$ cat src/rtl/cp0_exc_sequencer.sv
// cp0_exc_sequencer
//   Sequences the CP0 register writes for exception entry and ERET. It takes
//   over the single CP0 write port and stalls the pipeline while it writes
//   EPC, BADVADDR, CAUSE and STATUS one per cycle. It then issues a one-cycle
//   flush with the redirect PC.
// Ports:
//   clk, rst          clock, synchronous active-high reset
//   valid_i, pc_i     MEM-stage instruction valid / PC
//   in_delay_slot_i   instruction sits in a branch delay slot
//   badvaddr_i        faulting data address
//   exc_flags_i       {eret, ades, adel_data, break, syscall, ov, ri, adel_fetch}
//   status_i/cause_i/epc_i   current CP0 values
//   pipe_we_i/pipe_waddr_i/pipe_wdata_i   same-cycle MTC0 write (forwarded)
//   we_o/waddr_o/wdata_o/exc_o            CP0 write port
//   stall_o, flush_o, new_pc_o            pipeline control
module cp0_exc_sequencer #(
  parameter logic [31:0] EXC_VECTOR = 32'hBFC00380
) (
  input  logic        clk,
  input  logic        rst,
  input  logic        valid_i,
  input  logic [31:0] pc_i,
  input  logic        in_delay_slot_i,
  input  logic [31:0] badvaddr_i,
  input  logic [7:0]  exc_flags_i,
  input  logic [31:0] status_i,
  input  logic [31:0] cause_i,
  input  logic [31:0] epc_i,
  input  logic        pipe_we_i,
  input  logic [4:0]  pipe_waddr_i,
  input  logic [31:0] pipe_wdata_i,
  output logic        we_o,
  output logic [4:0]  waddr_o,
  output logic [31:0] wdata_o,
  output logic        exc_o,
  output logic        stall_o,
  output logic        flush_o,
  output logic [31:0] new_pc_o
);

  localparam logic [4:0] CP0_REG_BADVADDR = 5'd8;
  localparam logic [4:0] CP0_REG_STATUS   = 5'd12;
  localparam logic [4:0] CP0_REG_CAUSE    = 5'd13;
  localparam logic [4:0] CP0_REG_EPC      = 5'd14;

  typedef enum logic [2:0] {
    IDLE, WR_EPC, WR_BADV, WR_CAUSE, WR_STATUS, REDIRECT
  } state_t;

  state_t state, state_nxt;

  // CP0 values as seen by this instruction, including a same-cycle MTC0
  logic [31:0] fwd_status, fwd_cause, fwd_epc;
  assign fwd_status = (pipe_we_i && pipe_waddr_i == CP0_REG_STATUS) ? pipe_wdata_i : status_i;
  assign fwd_cause  = (pipe_we_i && pipe_waddr_i == CP0_REG_CAUSE)  ? pipe_wdata_i : cause_i;
  assign fwd_epc    = (pipe_we_i && pipe_waddr_i == CP0_REG_EPC)    ? pipe_wdata_i : epc_i;

  // CAUSE[6:2] is replaced by the new ExcCode, so the old bits are dropped
  logic unused_cause;
  assign unused_cause = ^fwd_cause[6:2];

  logic int_pend, take;
  assign int_pend = fwd_status[0] & ~fwd_status[1] & (|(fwd_cause[15:8] & fwd_status[15:8]));
  assign take     = valid_i & (int_pend | (|exc_flags_i));

  // Priority resolution; eret only wins when nothing else is pending
  logic [4:0]  code;
  logic        adr_err, is_eret;
  logic [31:0] badv_sel;
  always_comb begin
    code     = 5'd0;
    adr_err  = 1'b0;
    is_eret  = 1'b0;
    badv_sel = badvaddr_i;
    if (int_pend)            code = 5'd0;
    else if (exc_flags_i[0]) begin code = 5'd4; adr_err = 1'b1; badv_sel = pc_i; end
    else if (exc_flags_i[1]) code = 5'd10;
    else if (exc_flags_i[2]) code = 5'd12;
    else if (exc_flags_i[3]) code = 5'd8;
    else if (exc_flags_i[4]) code = 5'd9;
    else if (exc_flags_i[5]) begin code = 5'd4; adr_err = 1'b1; end
    else if (exc_flags_i[6]) begin code = 5'd5; adr_err = 1'b1; end
    else if (exc_flags_i[7]) is_eret = 1'b1;
  end

  // Latched at detection
  logic [31:0] pc_q, badv_q, status_q, epc_q, cause_wd_q;
  logic        bd_q, adr_q, eret_q;

  always_ff @(posedge clk) begin
    if (rst) begin
      state <= IDLE;
    end else begin
      state <= state_nxt;
      if (state == IDLE && take) begin
        pc_q     <= pc_i;
        bd_q     <= in_delay_slot_i;
        badv_q   <= badv_sel;
        adr_q    <= adr_err;
        eret_q   <= is_eret;
        status_q <= fwd_status;
        epc_q    <= fwd_epc;
        // Nested exception (EXL already set) keeps the original BD bit
        cause_wd_q <= {(fwd_status[1] ? fwd_cause[31] : in_delay_slot_i),
                       fwd_cause[30:7], code, fwd_cause[1:0]};
      end
    end
  end

  always_comb begin
    state_nxt = state;
    we_o      = 1'b0;
    waddr_o   = 5'd0;
    wdata_o   = 32'd0;
    exc_o     = 1'b0;
    stall_o   = 1'b0;
    flush_o   = 1'b0;
    new_pc_o  = 32'd0;
    case (state)
      IDLE: begin
        if (take) begin
          if (is_eret)             state_nxt = WR_STATUS;
          else if (!fwd_status[1]) state_nxt = WR_EPC;
          else if (adr_err)        state_nxt = WR_BADV;
          else                     state_nxt = WR_CAUSE;
        end
      end
      WR_EPC: begin
        {we_o, exc_o, stall_o} = 3'b111;
        waddr_o   = CP0_REG_EPC;
        wdata_o   = bd_q ? pc_q - 32'd4 : pc_q;
        state_nxt = adr_q ? WR_BADV : WR_CAUSE;
      end
      WR_BADV: begin
        {we_o, exc_o, stall_o} = 3'b111;
        waddr_o   = CP0_REG_BADVADDR;
        wdata_o   = badv_q;
        state_nxt = WR_CAUSE;
      end
      WR_CAUSE: begin
        {we_o, exc_o, stall_o} = 3'b111;
        waddr_o   = CP0_REG_CAUSE;
        wdata_o   = cause_wd_q;
        state_nxt = WR_STATUS;
      end
      WR_STATUS: begin
        {we_o, exc_o, stall_o} = 3'b111;
        waddr_o   = CP0_REG_STATUS;
        wdata_o   = eret_q ? (status_q & ~32'h2) : (status_q | 32'h2);
        state_nxt = REDIRECT;
      end
      REDIRECT: begin
        flush_o   = 1'b1;
        new_pc_o  = eret_q ? epc_q : EXC_VECTOR;
        state_nxt = IDLE;
      end
      default: state_nxt = IDLE;
    endcase
  end

endmodule

$ cat config.mk
export PLATFORM = sky130hd
export DESIGN_NAME = cp0_exc_sequencer
export DESIGN_NICKNAME = d
export VERILOG_FILES = /design/src/rtl/cp0_exc_sequencer.sv
export SDC_FILE = /design/constraint.sdc
export NUM_CORES = 1
export LEC_CHECK = 0
export CORE_ASPECT_RATIO = 0.9
export CORE_MARGIN = 2
export CORE_UTILIZATION = 47
export DETAILED_ROUTE_END_ITERATION = 16
export GPL_TIMING_DRIVEN = 0
export PLACE_DENSITY = 0.81
export SLEW_MARGIN = 40
export SYNTH_ARGS = -nofsm -noshare
export SYNTH_HDL_FRONTEND = slang
export SYNTH_SLANG_ARGS = --single-unit
$ cat constraint.sdc
create_clock -name clk -period 27.2 [get_ports clk]
set_input_delay 5.44 -clock clk [delete_from_list [all_inputs] [get_ports clk]]
set_output_delay 5.44 -clock clk [all_outputs]
set_load 0.03 [all_outputs]
==> summary.md, run 1 <==
The source-to-sink clock delay at the later pin of the worst-skew pair is 420 ps, and the largest stage delay on the critical path is 540 ps. Data on the critical path arrives at its endpoint at 10,180 ps. The final routed wire length divided by cell count is 22.02 um. The logs give 39,840 um for the first-pass GRT wire length and 27,330 ps for the critical path required time. The synthesized design contains 164 register bits.

The number of max-cap violations is 0, and the count of hold-fix buffers inserted at cts is 0. Setup violations remaining at the end of the flow were counted as 0. Clock tree synthesis inserted a total of 17 buffers. The portion of the post-synthesis area used by sequential elements is 55.74%. In the final layout, the share of cells above drive strength 1 is 22.54%. Summed over its instances, the top area cell type makes up 55.06% of the synthesized netlist area. The floorplan has 47 rows. For the via total after detailed routing, the log shows 6,877. Type of origin of the critical path: a primary input.

The run gives 0 as the total DRC errors in the routed layout. Cell accounting for the most synthesized area: edfxtp_1. The final RePlAce weighted congestion was 0.8610; the maximum operating frequency was 99.50 MHz. The die covers 19,790 sq um.

The worst min-delay path startpoint was state[1]$_SDFFE_PP0P_. The path with the worst hold slack has its endpoint at state[2]$_SDFFE_PP0P_. The worst setup path is captured at a register.

Measured along the x axis, the die boundary spans 148.1 um. Global routing consumed, over all layers together, 27.27% of the routing resources. The reg-to-reg critical path endpoint is epc_q[16]$_DFFE_PP_. The run gives 35.5% as the fraction of power consumed by sequential logic. Ranked by total cell area, the synthesized netlist is headed by edfxtp_1 55%, mux2_2 12%, mux2_4 5.1%. The final critical path takes up 36.95% of the cycle. Launching point of the worst reg2reg path: state[1]$_SDFFE_PP0P_. Net switching is 34.81% of the power. Using the TritonRoute via totals, the vias-per-cell ratio works out to 5.550.

The number of gates resized after CTS was 0. The signal on the critical path passes through clkdlybuf4s50_1 -> nand4b_4 -> nor3_2 -> mux2i_1 -> a41oi_4 -> nor3_1 -> nor4b_2 -> buf_2 -> buf_2 -> buf_2 -> buf_2 -> buf_2 -> buf_2 -> buf_2 -> buf_2 -> buf_2 -> buf_2. The wire length after detailed routing was 27,290 um. The flow ran to the end, and the final reports show no timing, DRC or antenna violations. TritonCTS built the clock tree. The tightest min-delay check is of the register to register type. The number of placed instances, taps included is 1,207, and the post-synthesis instance area is 8781 sq um.

The critical path in this run is classified as primary input to register. In this run the power spent charging and discharging nets is 0.0003236 W. The post-synthesis to final-layout area growth works out to 43.33%.

The worst-case IR drop observed on VDD is 0.04398 mV. The average instance in the mapped netlist occupies 13.43 sq um. Summed over all failing endpoints, the final setup total negative slack is 0 ps. The logs give 2 for the worst-case clock buffer depth and 0 for the post-CTS setup-driven buffer insertion count. Initial antenna violation count: 0. The tools report the starting utilization of the core area as 47.86%.

The run gives 0 as the overall overflow remaining after global route. The distinct cell type count of the synthesized netlist was 58. The setup skew after layout was 11.22 ps; the power per cell area was 73.86 nW/um^2. The H-tree was split into 4 levels.

Setup repair after global routing left no endpoint under its margin. The count of nets after finishing was 1,192. The number of port buffers is 274, and the count of buffering cells on the critical path with inverters included is 11.

By instance count, the cell type seen most on the critical path is buf_2. 283 I/O pins were placed. The root buffer cell chosen for the clock tree is clkbuf_16.

The final hold slack was 754.8 ps. After filler insertion, the fill cell instance count of the layout stands at 1,352. For this run, the detailed router's first-pass iteration total came to 5. The count of cells in the finished layout, fillers not included, comes to 1,239.

The Yosys warning count was 0; the number of cells traversed by the worst register-to-register path was 13. The async set-reset flop share out of synthesis was 0%. After routing the design area is 12,590 sq um. For the net count after synthesis, the log shows 865. The via count of the first global-routing pass came out at 7,007. After detailed placement, the total cell area comes to 12,020 sq um. The largest fanout of any net on the critical path was 10; the count of endpoints failing hold in the final timing report was 0. Measured against its own limit, the worst slew margin works out to 41.94%.

The total count of max-transition violations in the final report is 0, and the final antenna-violating net count is 0. Register-to-register setup slack: 23,260 ps. Per report_power, the combinational group accounts for 39.2% of the total.

Counting instances, the worst hold path has a depth of 3. At the pin with the least slew margin, the transition time is 871.0 ps. Synthesis produced a netlist whose cell count is 654. For the proportion of power drawn by the clock network, the log shows 25.4%.

The die is 133.7 um tall. The logs give 0 for the number of antenna diodes and 68.60% for the final design utilization. The number of synthesized flops with an enable pin was 161; the number of violations reported at the end of detailed-routing iteration 0 was 432. The primary flip-flop cell chosen by synthesis mapping was edfxtp_1.

Subtracting the final worst setup slack from the clock period gives 10,050 ps. Entering global routing, the biggest net connects 17 pins. The kind of cell with the highest combined delay along the critical path is buffers and inverters. Cell at the slowest stage of the critical path: nor3_2. The clock slew seen by the registers of the worst setup and hold paths is 70 ps, and the core area is 18,350 sq um. Internal power comes to 0.0006059 W.

The clock net in this run drives a total of 164 sinks. Detailed placement finished with a half-perimeter wire length of 20,550 um. Summed over all cells, the static leakage comes to 4.496 nW.
==> logic make-up after synthesis <==
logic type	share of synthesized area (%)
flops	55.74
mux	21.09
simple gates	9.661
compound gates	7.338
buf+inv	3.192
xor+xnor	2.793
fa+ha+maj	0.1425
other cells	0.04271
==> flip-flops by register name (all words and copies together), names as in the netlist <==
| signal | flops |
|---|---|
| eret_q | 1 |
| epc_q | 32 |
| badv_q | 32 |
| bd_q | 1 |
| pc_q | 32 |
| cause_wd_q | 31 |
| status_q | 31 |
| adr_q | 1 |
| state | 3 |
==> cell type report <==
class                      count  area (sq um)  area share (%)
inverter                      19         71.32          0.5667
buffer                        41         216.5           1.720
clock inverter                13         133.9           1.064
sequential                   164          4895           38.89
clock buffer                  19         432.9           3.440
tap                          245         306.5           2.436
timing repair buffer         308          2918           23.18
multi-input combinational    430          3612           28.70
==> cell usage in the layout, fill, tap and decap left out, types with 21 or more instances in the layout <==
master | Yosys | final
clkdlybuf4s50_1 | 0 | 274
edfxtp_1 | 161 | 161
mux2_2 | 96 | 96
nand2_1 | 48 | 48
buf_2 | 2 | 36
mux2i_1 | 32 | 32
mux2_4 | 30 | 30
nor2_1 | 27 | 27
clkbuf_1 | 24 | 23
and2_1 | 21 | 21
==> power groups by stage <==
stage | logic, W | registers [W] | clock network (W)
4_1_cts | 0.000363 | 0.000330 | 0.000238
3_5_place_dp | 0.000361 | 0.000335 | 0
6_report | 0.000364 | 0.000330 | 0.000236
3_3_place_gp | 0.000348 | 0.000365 | 0
5_1_grt | 0.000381 | 0.000332 | 0.000246
2_1_floorplan | 0.000200 | 0.000353 | 0
==> through the flow <==
stage	setup WS, ps	total power [W]
2_1_floorplan	3180	0.0005525
3_3_place_gp	-4697	0.0007137
3_5_place_dp	16740	0.0006956
4_1_cts	17140	0.0009312
5_1_grt	16760	0.0009594
6_report	17150	0.0009295
==> worst register-to-register path, stage by stage, from the launching register on <==
cell and delay, ps:
dfxtp_1 350, clkbuf_1 290, or3_1 440, nor4b_2 520, buf_2 250, buf_2 190, buf_2 210, buf_2 220
buf_2 210, buf_2 200, buf_2 200, buf_2 190, buf_2 190, buf_2 190
==> worst max path at each step <==
stage | end | slack (ps) | cells past startpoint | start
floorplan | adr_q$_DFFE_PP_ | 3180 | 7 | pipe_waddr_i[0]
global placement | epc_q[17]$_DFFE_PP_ | -4700 | 7 | pipe_waddr_i[3]
detailed placement | badv_q[17]$_DFFE_PP_ | 16740 | 17 | pipe_we_i
CTS | epc_q[16]$_DFFE_PP_ | 17140 | 17 | pipe_we_i
global route | epc_q[16]$_DFFE_PP_ | 16760 | 17 | pipe_we_i
finish | epc_q[16]$_DFFE_PP_ | 17150 | 17 | pipe_waddr_i[2]
==> cells in the mapped netlist, types with 6 or more instances <==
library cell    n
nor3_1         15
xnor2_1        16
and2_1         21
xor2_1         12
inv_1          19
clkbuf_1       24
o221ai_1       20
edfxtp_1      161
nand2_1        48
mux2_4         30
buf_1           6
nor2_1         27
o21ai_0        10
a21oi_1        20
mux2i_1        32
a22oi_1        13
mux2_2         96
==> per-layer routing <==
metal	track usage [%]	wire [um]	up-vias
met4	8.677	594	0
met1	36.06	11490	3335
met3	5.925	2057	50
met2	45.06	13140	336
met5	0	0	-
li1	-	-	3156
Power figures use the tool's default switching activity.
==> run 2: changes to the inputs <==
Settings changed: CORE_UTILIZATION 47 to 42, PLACE_DENSITY 0.81 to 0.77.
Clock period 27.2 ns to 8.9 ns, I/O delays scaled along.
==> summary.md, run 2 (same netlist as run 1, synthesis figures left out) <==
The flow ran to the end, and the final reports show no timing, DRC or antenna violations. The overall die width was 156.4 um (+5.6%); the area of the multi-input gates was 3626 sq um (+0.38%). For the number of sinks handled by clock tree synthesis, the log shows 164 (unchanged). The floorplan die height was 141.2 um (+5.6%). The critical path goes through clkdlybuf4s50_1 -> nand4b_4 -> nor3_2 -> mux2i_1 -> a41oi_4 -> nor3_1 -> nor4b_4 -> buf_4 -> buf_6 -> buf_4 -> buf_4 -> buf_6 -> buf_4 -> buf_6.

The core area was 20,640 sq um (+13%). Setup repair after global routing left no endpoint under its margin. The worst setup path is launched from a primary input. Relative to the synthesized area, the layout overhead comes to 43.79%.

The run gives 0 (unchanged) as the count of hold-fix buffers inserted at cts. In the layout the commonest cells are 274 x clkdlybuf4s50_1, 161 x edfxtp_1, 96 x mux2_2. The number of endpoints failing setup at the final stage is 0 (unchanged). The tree is rooted in a clkbuf_16. The run gives 283 (unchanged) as the top-level port count. The via total after detailed routing was 6,785 (-1.3%). The element type at the critical path end was a register. The number of resized instances in the post-cts repair step is 0 (unchanged). TritonCTS built the clock tree. The relative slew slack is 43.37% (+1.4 points), and the largest fanout of any net on the critical path is 10 (unchanged). The critical path required time came out at 9030 ps (-18,300 ps). Final antenna-violating net count: 0 (unchanged). The type of the worst setup path was primary input to register.

On the critical path, the stage with the largest delay is an instance of nor3_2. Derived from the worst setup path, the maximum achievable clock frequency is 176.3 MHz. The total DRC errors in the routed layout was 0 (unchanged); the number of violations reported at the end of detailed-routing iteration 0 was 626 (+45%). The run gives 4 (unchanged) as the level count of the clock H-tree. Leaving out fill and tap cells, the most frequent cell in the layout is clkdlybuf4s50_1. The logs give 42.53% (-5.3 points) for the starting utilization of the core area and 0 (unchanged) for the initial antenna violation count. The logs give 22,080 sq um (+12%) for the area enclosed by the die boundary and 1,178 (-1.2%) for the count of nets after finishing. Dividing the final minimum period by the clock period gives 63.73%.

The proportion of layout cells with a drive suffix above 1 is 22.04% (-0.49 points). The number of max-cap violations came out at 0 (unchanged). The largest registers in the layout are badv_q: 32 flops, epc_q: 32 flops, pc_q: 32 flops.

For the static power due to leakage, the log shows 4.451 nW (-1.0%). The cell type with the highest occurrence count on the critical path was buf_4. Power per cell area: 227.0 nW/um^2 (+210%). The tools report the wire length after detailed routing as 27,810 um (+1.9%).

In this run the most used layer during global routing was met2. The tools report the number of buffers added by the clock tree synthesis step as 17 (unchanged). Sum of net half-perimeters after detailed placement: 20,680 um (+0.61%). The number of optimization iterations in the first detailed-route pass was 5 (unchanged). Count of fill cells added during filler insertion: 1,638 (+21%).

The number of port buffers was 274 (unchanged). The tools report the maximum vdd drop as 0.1386 mV (+220%). Overall overflow remaining after global route: 0 (unchanged). For the global-route usage over all layers, the log shows 25.13% (-2.1 points).

The final design utilization was 61.16% (-7.4 points). Subtracting the final worst setup slack from the clock period gives 5672 ps. The slew of the pin with the lowest slew margin was 849.5 ps (-21.47 ps); the fraction of met1 tracks used by global routing was 33.71% (-2.3 points). The clock slew seen by the registers of the worst setup and hold paths came out at 60 ps (about the same). The run gives 0 (unchanged) as the total count of max-transition violations in the final report.

The placed standard-cell area is 12,040 sq um (+0.18%), and the met2 track demand over resource is 41.66% (-3.4 points). The tools report the worst endpoint data arrival time as 5810 ps (-4370 ps). The source-to-sink clock delay at the later pin of the worst-skew pair is 420 ps (about the same).

The sequential cell area was 4895 sq um (unchanged); the total power was 0.002866 W (+210%). The run gives 0.8803 (+2.2%) as the final RePlAce weighted congestion. The final routed wire length divided by cell count works out to 22.43 um (+1.8%). The via count of the first global-routing pass was 6,916 (-1.3%); the setup skew after layout was 9.770 ps (-1.452 ps).

Number of vias per cell: 5.472 (-1.4%). The run gives 5.380% (-0.55 points) as the global routing usage on met3. The worst-case clock buffer depth was 2 (unchanged). The total number of placement rows came out at 50 (+6.4%).

The post-CTS setup-driven buffer insertion count is 0 (unchanged), and the post-route cell area is 12,630 sq um (+0.32%). The path class of the tightest hold or removal check is register to register. The tools report the first-pass GRT wire length as 40,680 um (+2.1%). The largest stage delay on the critical path was 560 ps (+20 ps). The run gives 0 (unchanged) as the number of antenna diodes. The count of endpoints failing hold in the final timing report is 0 (unchanged), and the largest net degree at the start of global routing is 17 (unchanged).
run 2: cell types whose count changed in the layout (fill, tap and decap cells not counted), sizes merged:
cell / delta
clkinv: -1
buf: -13
inv: +3
clkbuf: -3
run 2: through the flow:
step	TNS, ps	worst slack (ps)	hold WS, ps	std cells
2_1_floorplan	0	412.0	632.2	654
3_3_place_gp	-467000	-2911	677.2	1188
3_5_place_dp	0	2783	691.1	1208
4_1_cts	0	3185	702.8	1240
5_1_grt	0	2944	799.6	1240
6_report	0	3228	716.1	1240
run 2: area by class of cell:
type,instances,area share (%)
sequential,164,38.77
multi-input combinational,430,28.72
clock buffer,17,3.369
buffer,41,1.724
inverter,19,0.5649
timing repair buffer,294,23.06
clock inverter,15,1.219
tap,260,2.577
run 2: worst paths after layout:
path	startpoint	endpoint	slack, ps	cells after the start
setup / recovery	pipe_waddr_i[3]	badv_q[25]$_DFFE_PP_	3230	14
hold / removal	state[1]$_SDFFE_PP0P_	state[2]$_SDFFE_PP0P_	720	3
setup reg to reg	state[1]$_SDFFE_PP0P_	badv_q[25]$_DFFE_PP_	5690	10
hold reg to reg	state[1]$_SDFFE_PP0P_	state[2]$_SDFFE_PP0P_	720	3
run 2: worst max-delay path, delay by kind of cell:
family | cells | cell delay, ps
multiplexers | 1 | 320
AO/OA/AOI/OAI | 1 | 490
AND/OR/NAND/NOR | 4 | 1320
buffers and inverters | 8 | 1860
run 2: power by group:
group | total (W) | internal (W) | switching (W)
clock | 0.000737 | 0.000416 | 0.000321
combinational | 0.00112 | 0.000474 | 0.000649
sequential | 0.00101 | 0.000970 | 0.0000360
total | 0.00287 | 0.00186 | 0.00101
run 2: metal layers:
| layer | part of all wire (%) | vias to the layer above |
|---|---|---|
| met4 | 1.7 | 0 |
| met5 | 0 | - |
| met2 | 49 | 344 |
| met3 | 7.6 | 33 |
| met1 | 42 | 3295 |
| li1 | - | 3113 |
==> run 3: changes to the inputs <==
Clock period 8.9 ns to 5 ns, I/O delays scaled along.
==> summary.md, run 3 (same netlist as run 1, synthesis figures left out) <==
The count of fill cells added during filler insertion came out at 1,624 (-0.85%). The logs give 0 (unchanged) for the number of endpoints failing setup at the final stage and 8.061 ps (-1.708 ps) for the setup skew after layout. The area enclosed by the die boundary came out at 22,080 sq um (unchanged). Number of antenna diodes: 0 (unchanged). The number of cells traversed by the worst register-to-register path is 11 (+1), and the final RePlAce weighted congestion is 0.8523 (-3.2%).

The logs give 752.2 ps (+36.13 ps) for the final hold slack and 4895 sq um (unchanged) for the sequential cell area. In the layout the commonest cells are 274 x clkdlybuf4s50_1, 161 x edfxtp_1, 96 x mux2_2. The proportion of layout cells with a drive suffix above 1 is 22.46% (+0.42 points).

The type of the worst setup path was primary input to register. For this design, the slowest cell found on the critical path is clkdlybuf4s50_1. Compared with the post-synthesis result, the final layout area differs by 44.41%.

Relative slew slack: 43.35% (about the same). The worst register-to-register path begins at state[1]$_SDFFE_PP0P_. The logs give 0.005124 W (+79%) for the total power and 4820 ps (-990 ps) for the worst endpoint data arrival time. For the count of hold-fix buffers inserted at cts, the log shows 0 (unchanged). The logs give 0.3142 mV (+130%) for the maximum vdd drop and 0 (unchanged) for the number of max-cap violations. The total count of max-transition violations in the final report came out at 0 (unchanged).

The starting utilization of the core area came out at 42.53% (unchanged). The slew of the pin with the lowest slew margin was 849.7 ps (+0.1836 ps). The first-pass GRT wire length was 40,410 um (-0.66%); the number of sinks handled by clock tree synthesis was 164 (unchanged). The largest registers in the layout are badv_q: 32 flops, epc_q: 32 flops, pc_q: 32 flops. The total number of placement rows was 50 (unchanged). The post-placement setup slack was -245.6 ps (-3029 ps).

Global-route usage over all layers: 25.09% (-0.045 points). The critical path goes through clkdlybuf4s50_1 -> nand4b_4 -> nor3b_2 -> buf_4 -> a22oi_2 -> a41oi_4 -> nor3_2 -> nor4b_4 -> buf_4 -> buf_4 -> buf_6 -> buf_4 -> buf_6 -> buf_6 -> buf_4 -> buf_4. The clock period could shrink to 4696 ps.

For the register-to-register setup slack, the log shows 1560 ps (-4130 ps). The overall die width was 156.4 um (unchanged); the overall overflow remaining after global route was 0 (unchanged). In this run the worst setup path terminates at badv_q[16]$_DFFE_PP_.

The logs give 6,963 (+0.68%) for the via count of the first global-routing pass and 0 (unchanged) for the initial antenna violation count. The logs give 12,050 sq um (+0.10%) for the placed standard-cell area and 0 ps (unchanged) for the post-route setup TNS. The level count of the clock H-tree was 4 (unchanged); the area of the multi-input gates was 3642 sq um (+0.45%). The logs give 539 (-14%) for the number of violations reported at the end of detailed-routing iteration 0 and 0 (unchanged) for the number of resized instances in the post-cts repair step. The source-to-sink clock delay at the later pin of the worst-skew pair came out at 420 ps (about the same). Setup repair after global routing left no endpoint under its margin.

The final antenna-violating net count is 0 (unchanged). TritonCTS built the clock tree. The sum of net half-perimeters after detailed placement is 20,390 um (-1.4%).

The count of nets after finishing was 1,182 (+0.34%). The post-route cell area was 12,680 sq um (+0.44%); the post-CTS setup-driven buffer insertion count was 0 (unchanged). The min-delay analysis places its worst path in the category register to register.

The tools report the critical path required time as 5130 ps (-3900 ps). Reg-to-reg critical path endpoint: badv_q[16]$_DFFE_PP_. The number of optimization iterations in the first detailed-route pass is 5 (unchanged), and the power per cell area is 404.1 nW/um^2 (+78%). The logs give 17 (unchanged) for the largest net degree at the start of global routing and 212.9 MHz for the maximum operating frequency. For the wire length after detailed routing, the log shows 27,540 um (-0.98%). The number of buffers added by the clock tree synthesis step was 17 (unchanged). The number of port buffers works out to 274 (unchanged). The clock slew seen by the registers of the worst setup and hold paths is 60 ps (about the same). The cell type with the highest occurrence count on the critical path is buf_4. Element type at the critical path end: a register. The total DRC errors in the routed layout is 0 (unchanged), and the top-level port count is 283 (unchanged). Post-route worst setup slack: 304.0 ps (-2924 ps).

The run finished with clean final reports. The largest fanout of any net on the critical path works out to 10 (unchanged). The run gives 6,772 (-0.19%) as the via total after detailed routing.

The worst hold path cell count is 3 (unchanged). The worst path uses 93.92% of the clock period. The core area was 20,640 sq um (unchanged).

STA classifies the critical path startpoint as a primary input. Worst-case clock buffer depth: 2 (unchanged). The final routed wire length divided by cell count was 22.14 um (-1.3%).

The tools report the count of endpoints failing hold in the final timing report as 0 (unchanged). The floorplan die height is 141.2 um (unchanged). The largest stage delay on the critical path is 510 ps (-50 ps), and the number of vias per cell is 5.444 (-0.51%). Static power due to leakage: 4.470 nW (+0.44%). Tracing the worst setup path back leads to its startpoint at pipe_waddr_i[2]. In this run the most critical hold path is launched from state[1]$_SDFFE_PP0P_.

The library cell used most frequently in the layout, excluding fill and tap cells, is clkdlybuf4s50_1. Clock tree synthesis selected as its root buffer the cell clkbuf_16.
run 3: cell types whose count changed in the layout (fill, tap and decap cells not counted), moves of 2 or more:
cell        previous run  this run
clkbuf_1              20        23
inv_6                  5         2
buf_4                 19        26
clkinvlp_4             2         4
buf_6                 10         8
run 3: worst min-delay path by stage:
stage / slack [ps] / end
finish: 750 / state[2]$_SDFFE_PP0P_
global route: 780 / state[2]$_SDFFE_PP0P_
detailed placement: 690 / state[2]$_SDFFE_PP0P_
CTS: 700 / state[2]$_SDFFE_PP0P_
global placement: 680 / state[2]$_SDFFE_PP0P_
floorplan: 630 / state[2]$_SDFFE_PP0P_
run 3: power breakdown:
part,total [W],internal [W],switching [W]
sequential,0.00179,0.00173,0.0000638
combinational,0.00200,0.000843,0.00115
clock,0.00134,0.000788,0.000550
total,0.00512,0.00336,0.00177
run 3: metrics by stage:
stage	std cells	util [%]
after floorplan	654	-
after global placement	1188	57.56
after detailed placement	1208	58.38
after CTS	1240	61.24
after global routing	1244	61.42
final	1244	61.42
run 3: critical path: cells and delay by family:
| kind | cells | cell delay (ps) |
|---|---|---|
| AO/OA/AOI/OAI | 2 | 540 |
| buffers and inverters | 10 | 2290 |
| AND/OR/NAND/NOR | 4 | 1000 |
run 3: layout make-up:
class,instances,area share [%]
flip-flops and latches,164,38.60
multi-input cells,430,28.72
repair buffers,298,23.14
clock buffers,20,3.444
well taps,260,2.565
plain buffers,41,1.746
clock inverters,12,1.223
inverters,19,0.5624
run 3: per-layer routing:
layer / track usage (%) / share of wire (%) / routed length (um) / vias up
met5: 0 / 0 / 0 / -
met4: 6.760 / 1.8 / 502 / 0
met3: 5.164 / 7.6 / 2104 / 36
met2: 41.11 / 48 / 13210 / 324
met1: 34.04 / 43 / 11720 / 3290
li1: - / - / - / 3122
